**src/rtl/ctrl_pkg.sv**
```systemverilog
// Shared definitions for the control sequencer: opcode map, FSM states and
// program-counter control encodings.
package ctrl_pkg;

  localparam int OP_W = 4;

  localparam logic [OP_W-1:0] OP_NOP      = 4'd0;
  localparam logic [OP_W-1:0] OP_HALT     = 4'd1;
  localparam logic [OP_W-1:0] OP_LOAD     = 4'd2;
  localparam logic [OP_W-1:0] OP_STORE    = 4'd3;
  localparam logic [OP_W-1:0] OP_JMP      = 4'd4;
  localparam logic [OP_W-1:0] OP_JZ1      = 4'd5;
  localparam logic [OP_W-1:0] OP_JZ2      = 4'd6;
  localparam logic [OP_W-1:0] OP_INC      = 4'd7;
  localparam logic [OP_W-1:0] OP_CLR      = 4'd8;
  localparam logic [OP_W-1:0] OP_MOV      = 4'd9;
  localparam logic [OP_W-1:0] OP_ALU_BASE = 4'd10;

  typedef enum logic [2:0] {
    ST_INIT,
    ST_FETCH,
    ST_DECODE,
    ST_MEM,
    ST_EXEC,
    ST_HALT,
    ST_FAULT
  } state_t;

  typedef enum logic [1:0] {
    PC_HOLD  = 2'b00,
    PC_INC   = 2'b01,
    PC_LOAD  = 2'b10,
    PC_RESET = 2'b11
  } pc_ctrl_t;

  // Opcodes 10..15 select the ALU; the ALU function is the offset from 10.
  function automatic logic is_alu_op(input logic [OP_W-1:0] op);
    return op >= OP_ALU_BASE;
  endfunction

  function automatic logic [2:0] alu_code(input logic [OP_W-1:0] op);
    logic [OP_W-1:0] diff;
    diff = op - OP_ALU_BASE;
    return diff[2:0];
  endfunction

endpackage

```
**src/rtl/ctrl_sequencer_ack_timer.sv**
```systemverilog
// Acknowledge watchdog: counts cycles spent waiting for a memory acknowledge
// and flags the cycle in which the wait budget runs out.
module ack_timer #(
  parameter int ACK_TIMEOUT = 16
) (
  input  logic clk,
  input  logic rst_n,
  input  logic clear,
  input  logic enable,
  output logic expired
);

  localparam int CNT_W = (ACK_TIMEOUT > 1) ? $clog2(ACK_TIMEOUT) : 1;
  localparam logic [CNT_W-1:0] LAST = CNT_W'((ACK_TIMEOUT > 0) ? ACK_TIMEOUT - 1 : 0);

  logic [CNT_W-1:0] count;

  // Wait counter: cleared outside the wait states, stepped on each un-acked cycle.
  // NOTE: clocked state uses non-blocking (<=) so every flop sees pre-edge values.
  always_ff @(posedge clk or negedge rst_n) begin
    if (!rst_n) begin
      count <= '0;
    end else if (clear) begin
      count <= '0;
    end else if (enable) begin
      count <= count + 1'b1;
    end
  end

  // A zero budget means wait forever; an ack (enable low) in the last cycle wins.
  assign expired = (ACK_TIMEOUT != 0) && enable && (count == LAST);

endmodule

```
**src/rtl/ctrl_sequencer.sv**
```systemverilog
// Multi-cycle control sequencer: fetch over an ack handshake, decode, optional
// data-memory phase, then a single execute cycle of register/PC enables.
module ctrl_sequencer
  import ctrl_pkg::*;
#(
  parameter int INS_W       = 8,
  parameter int NREG        = 14,
  parameter int REG_W       = $clog2(NREG),
  parameter int ACK_TIMEOUT = 16
) (
  input  logic             clk,
  input  logic             rst_n,
  input  logic [INS_W-1:0] ins,
  input  logic             iacq,
  input  logic             dacq,
  input  logic             z1,
  input  logic             z2,
  output logic             imem_rd,
  output logic             dmem_rd,
  output logic             dmem_wr,
  output logic [2:0]       alu_op,
  output logic [REG_W-1:0] bus_sel,
  output logic [1:0]       pc_ctrl,
  output logic [NREG-1:0]  wrt_en,
  output logic [NREG-1:0]  inc_en,
  output logic [NREG-1:0]  rst_en,
  output logic             busy,
  output logic             halted,
  output logic             fault
);

  localparam logic [REG_W:0] NREG_C = (REG_W + 1)'(NREG);

  state_t           state;
  state_t           state_nxt;
  pc_ctrl_t         pc_sel;
  logic [INS_W-1:0] ir;
  logic [OP_W-1:0]  opcode;
  logic [REG_W-1:0] reg_f;
  logic             reg_ok;
  logic [REG_W-1:0] reg_bus;
  logic [NREG-1:0]  reg_onehot;
  logic             waiting;
  logic             acked;
  logic             expired;

  assign opcode     = ir[INS_W-1:INS_W-4];
  assign reg_f      = ir[REG_W-1:0];
  // Out-of-range register fields simply select nothing.
  assign reg_ok     = {1'b0, reg_f} < NREG_C;
  assign reg_bus    = reg_ok ? reg_f : '0;
  assign reg_onehot = reg_ok ? (NREG'(1) << reg_f) : '0;

  assign waiting = (state == ST_FETCH) || (state == ST_MEM);
  assign acked   = ((state == ST_FETCH) && iacq) || ((state == ST_MEM) && dacq);

  ack_timer #(
    .ACK_TIMEOUT (ACK_TIMEOUT)
  ) u_ack_timer (
    .clk     (clk),
    .rst_n   (rst_n),
    .clear   (!waiting),
    .enable  (waiting && !acked),
    .expired (expired)
  );

  // State register and instruction register; IR loads on the fetch handshake.
  always_ff @(posedge clk or negedge rst_n) begin
    if (!rst_n) begin
      state <= ST_INIT;
      ir    <= '0;
    end else begin
      state <= state_nxt;
      if ((state == ST_FETCH) && iacq) begin
        ir <= ins;
      end
    end
  end

  // Next-state and control decode from state, IR and the zero flags.
  // NOTE: every output and the next state get a default first; a path that
  // leaves one unassigned would infer a latch.
  always_comb begin
    state_nxt = state;
    pc_sel    = PC_HOLD;
    imem_rd   = 1'b0;
    dmem_rd   = 1'b0;
    dmem_wr   = 1'b0;
    alu_op    = '0;
    bus_sel   = '0;
    wrt_en    = '0;
    inc_en    = '0;
    rst_en    = '0;
    busy      = 1'b0;
    halted    = 1'b0;
    fault     = 1'b0;

    unique case (state)
      ST_INIT: begin
        pc_sel    = PC_RESET;
        rst_en    = '1;
        state_nxt = ST_FETCH;
      end

      ST_FETCH: begin
        imem_rd = 1'b1;
        busy    = 1'b1;
        if (iacq)         state_nxt = ST_DECODE;
        else if (expired) state_nxt = ST_FAULT;
      end

      ST_DECODE: begin
        if ((opcode == OP_LOAD) || (opcode == OP_STORE)) state_nxt = ST_MEM;
        else if (opcode == OP_HALT)                      state_nxt = ST_HALT;
        else                                             state_nxt = ST_EXEC;
      end

      ST_MEM: begin
        busy    = 1'b1;
        bus_sel = reg_bus;
        if (opcode == OP_LOAD) dmem_rd = 1'b1;
        else                   dmem_wr = 1'b1;
        if (dacq)         state_nxt = ST_EXEC;
        else if (expired) state_nxt = ST_FAULT;
      end

      ST_EXEC: begin
        state_nxt = ST_FETCH;
        pc_sel    = PC_INC;
        case (opcode)
          OP_LOAD: wrt_en = reg_onehot;
          OP_JMP:  pc_sel = PC_LOAD;
          OP_JZ1:  pc_sel = z1 ? PC_LOAD : PC_INC;
          OP_JZ2:  pc_sel = z2 ? PC_LOAD : PC_INC;
          OP_INC:  inc_en = reg_onehot;
          OP_CLR:  rst_en = reg_onehot;
          OP_MOV: begin
            bus_sel = reg_bus;
            wrt_en  = reg_ok ? NREG'(1) : '0;
          end
          default: begin
            if (is_alu_op(opcode)) begin
              alu_op  = alu_code(opcode);
              bus_sel = reg_bus;
              wrt_en  = reg_ok ? NREG'(1) : '0;
            end
          end
        endcase
      end

      ST_HALT:  halted = 1'b1;
      ST_FAULT: fault  = 1'b1;

      default: state_nxt = ST_INIT;
    endcase
  end

  assign pc_ctrl = pc_sel;

endmodule

```
**config.mk**
```make
export PLATFORM = sky130hd
export DESIGN_NAME = ctrl_sequencer
export DESIGN_NICKNAME = d
export VERILOG_FILES = /design/src/rtl/ctrl_pkg.sv /design/src/rtl/ctrl_sequencer_ack_timer.sv /design/src/rtl/ctrl_sequencer.sv
export SDC_FILE = /design/constraint.sdc
export NUM_CORES = 1
export LEC_CHECK = 0
export CORE_ASPECT_RATIO = 0.7
export CORE_MARGIN = 5
export CORE_UTILIZATION = 35
export CTS_BUF_LIST = sky130_fd_sc_hd__clkbuf_16
export DETAILED_ROUTE_END_ITERATION = 8
export DONT_BUFFER_PORTS = 1
export SLEW_MARGIN = 20
export SYNTH_ARGS = -nofsm -noshare
export SYNTH_HDL_FRONTEND = slang
export SYNTH_HIERARCHICAL = 1
export SYNTH_SLANG_ARGS = --single-unit
```
**constraint.sdc**
```tcl
create_clock -name clk -period 2.5 [get_ports clk]
set_clock_uncertainty 0.2 [all_clocks]
set_input_delay 0.5 -clock clk [delete_from_list [all_inputs] [get_ports clk]]
set_output_delay 0.5 -clock clk [all_outputs]
set_load 0.02 [all_outputs]
```
==> results.ini <==
[timing]
min_period_ps = 2430
drv_slew = 0
slew_headroom_pct = 54.1
worst_slack_ps = 69.8
setup_viol = 0
tightest_slew_ps = 686
hold_slack_ps = 204
period_share_pct = 97.2
hold_viol = 0
max_freq_mhz = 411

[synthesis]
synth_nets = 187
yosysTopAreaCellShare_pct = 28.9
synth_ff_type = dfrtp_1
ys_seq_elements = 15
synth_edf_count = 0
synthTopCellsByArea = dfrtp_1 (29%), nor2_1 (13%), mux2_2 (6.9%)
seq_area_frac_synth_pct = 28.9
syn_inst = 172
ys_types = 45
synth_common_cells = nor2_1 (44), nand2_1 (18), o21ai_0 (17), dfrtp_1 (15), clkbuf_1 (9)
yosysMostFrequentCell = nor2_1
avgSynthCellArea_sq_um = 7.55
yosysTopAreaCell = dfrtp_1
ys_warn_count = 6
syn_area_sq_mm = 0.00130
postSynth.asyncResetShare_pct = 100

[clock_network]
cts_root_buffer = clkbuf_16
clk_pin_slew_ps = 50
cts.sinks = 15
cts-buffers-inserted = 3
clkLatencyLatePin_ps = 250
htree_levels = 1
cts_tree = yes
cts_buffer_depth = 2

[routing]
routed_via_density = 5.33
drt-total-wl_mm = 4.29
vias = 1460
drt_iter0_markers = 104
wl_per_cell_um = 15.7
ant_nets = 0
first_pass_iters = 4
drc = 0

[placed_design]
placed_cells_incl_taps = 265
port_buffers = 0
dp_slack_ps = 64.1
dpl_cell_area_sq_mm = 0.00171
dp_hpwl_mm = 3.39
gp_congestion = 0.817

[power]
p_leak_uw = 0.000855
irDropWorstVdd_mv = 0.501
power_density_mw_per_mm2 = 1210
finalPower_uw = 2260

[finish]
fin_area_sq_mm = 0.00186
area_delta_synth_final_pct = 43.4
fin_cells = 274
nNetsFinal = 239
drive_above_1_share_pct = 39.5
fill_cells = 334

[setup_path]
critical_path_class = reg -> out
cp-start-kind = flop
crit_required_ps = 1800
cp.arrival_ps = 1730
crit_path_max_fanout = 14
cp-end-kind = output pin

[die]
dieHeight_um = 61.0
die_area_sq_mm = 0.00505
num_rows = 18
initial_core_util_pct = 36.5
fp.dieW_um = 82.8
ios = 71
core-area_sq_mm = 0.00356

[run]
maxCapViolCount = 0

[hold_path]
hp-class = in -> reg

[global_routing]
grt_usage_pct = 16.0
gr-total-overflow = 0
first_global_vias = 1330
grt_pass1_wl_mm = 6.42
grt_max_degree = 16
antenna_found_initial = 0

[outcome]
run_status = completed

-- report_power, final --
part / switching (uW) / internal [uW]
Clock: 97.1 / 213
Sequential: 189 / 346
Combinational: 836 / 575
Total: 1120 / 1130
-- placed cells by master, fill, tap and decap left out, drive strengths merged, types with 2 or more instances in the layout --
cell type	count
and3	2
and4	2
buf	61
clkbuf	3
dfrtp	15
inv	5
mux2	9
nand2	18
nand3	6
nand4	3
nor2	44
nor2b	7
nor3	2
nor3b	3
o21ai	17
o22ai	2
or3	2
-- cell families after synthesis --
logic type / synth area share [%]
buffers and inverters: 8.19
muxes: 8.86
AOI/OAI and AO/OA: 15.6
xor gates and xnor gates: 0.674
DFF: 28.9
adders and majority gates: 0.963
and+or+nand+nor: 36.8
-- critical path, cell delays in order (launching register included) --
cell and delay, ps:
dfrtp_1 500, nor3b_4 330, nand2_1 110, buf_4 210, o21ai_0 170, buf_4 170
-- timing repair --
item / CTS / global route
pin swaps: 1 / 1
resized for setup: 2 / 8
gates cloned: 0 / 0
hold endpoints to repair: 15 / 0
hold buffers: 1 / 0
buffers inserted: 1 / 2
setup endpoints to repair: 16 / 16
-- registers in the layout, summed over array words and instances (netlist names) --
signal / count
u_ack_timer/count: 4
state: 3
ir: 8
-- final timing paths --
kind	end	cells past startpoint	slack, ps	start
min reg2reg	ir[4]$_DFFE_PN0P_	1	430	ir[4]$_DFFE_PN0P_
max in group asynchronous	ir[5]$_DFFE_PN0P_	1	1080	rst_n
max	wrt_en[0]	5	70	state[1]$_DFFE_PN0N_
max reg2reg	state[2]$_DFFE_PN0N_	8	200	state[1]$_DFFE_PN0N_
min in group asynchronous	u_ack_timer/count[0]$_DFFE_PN0P_	1	540	rst_n
min	ir[4]$_DFFE_PN0P_	1	200	ins[4]
-- per-layer routing --
layer / routed length (um) / global-route usage, %
met4: 14 / 4.66
met5: 0 / 0
met3: 186 / 4.34
met1: 1930 / 21.2
met2: 2160 / 26.0
-- metrics by stage --
| stage | TNS, ps | utilization, % |
|---|---|---|
| 2_1_floorplan | 0 | - |
| 3_3_place_gp | 0 | 48.0 |
| 3_5_place_dp | 0 | 48.0 |
| 4_1_cts | 0 | 51.1 |
| 5_1_grt | -9.98 | 52.3 |
| 6_report | 0 | 52.4 |
-- layout make-up --
| cell class | count | area [sq um] | area share [%] |
|---|---|---|---|
| timing repair buffer | 62 | 468 | 25.1 |
| tap | 50 | 62.6 | 3.36 |
| clock buffer | 3 | 75.1 | 4.03 |
| sequential | 15 | 378 | 20.3 |
| clock inverter | 1 | 5.00 | 0.269 |
| inverter | 5 | 18.8 | 1.01 |
| multi-input combinational | 137 | 853 | 45.8 |
| antenna | 1 | 2.50 | 0.134 |
No activity file was read; power rests on OpenSTA's default activity.
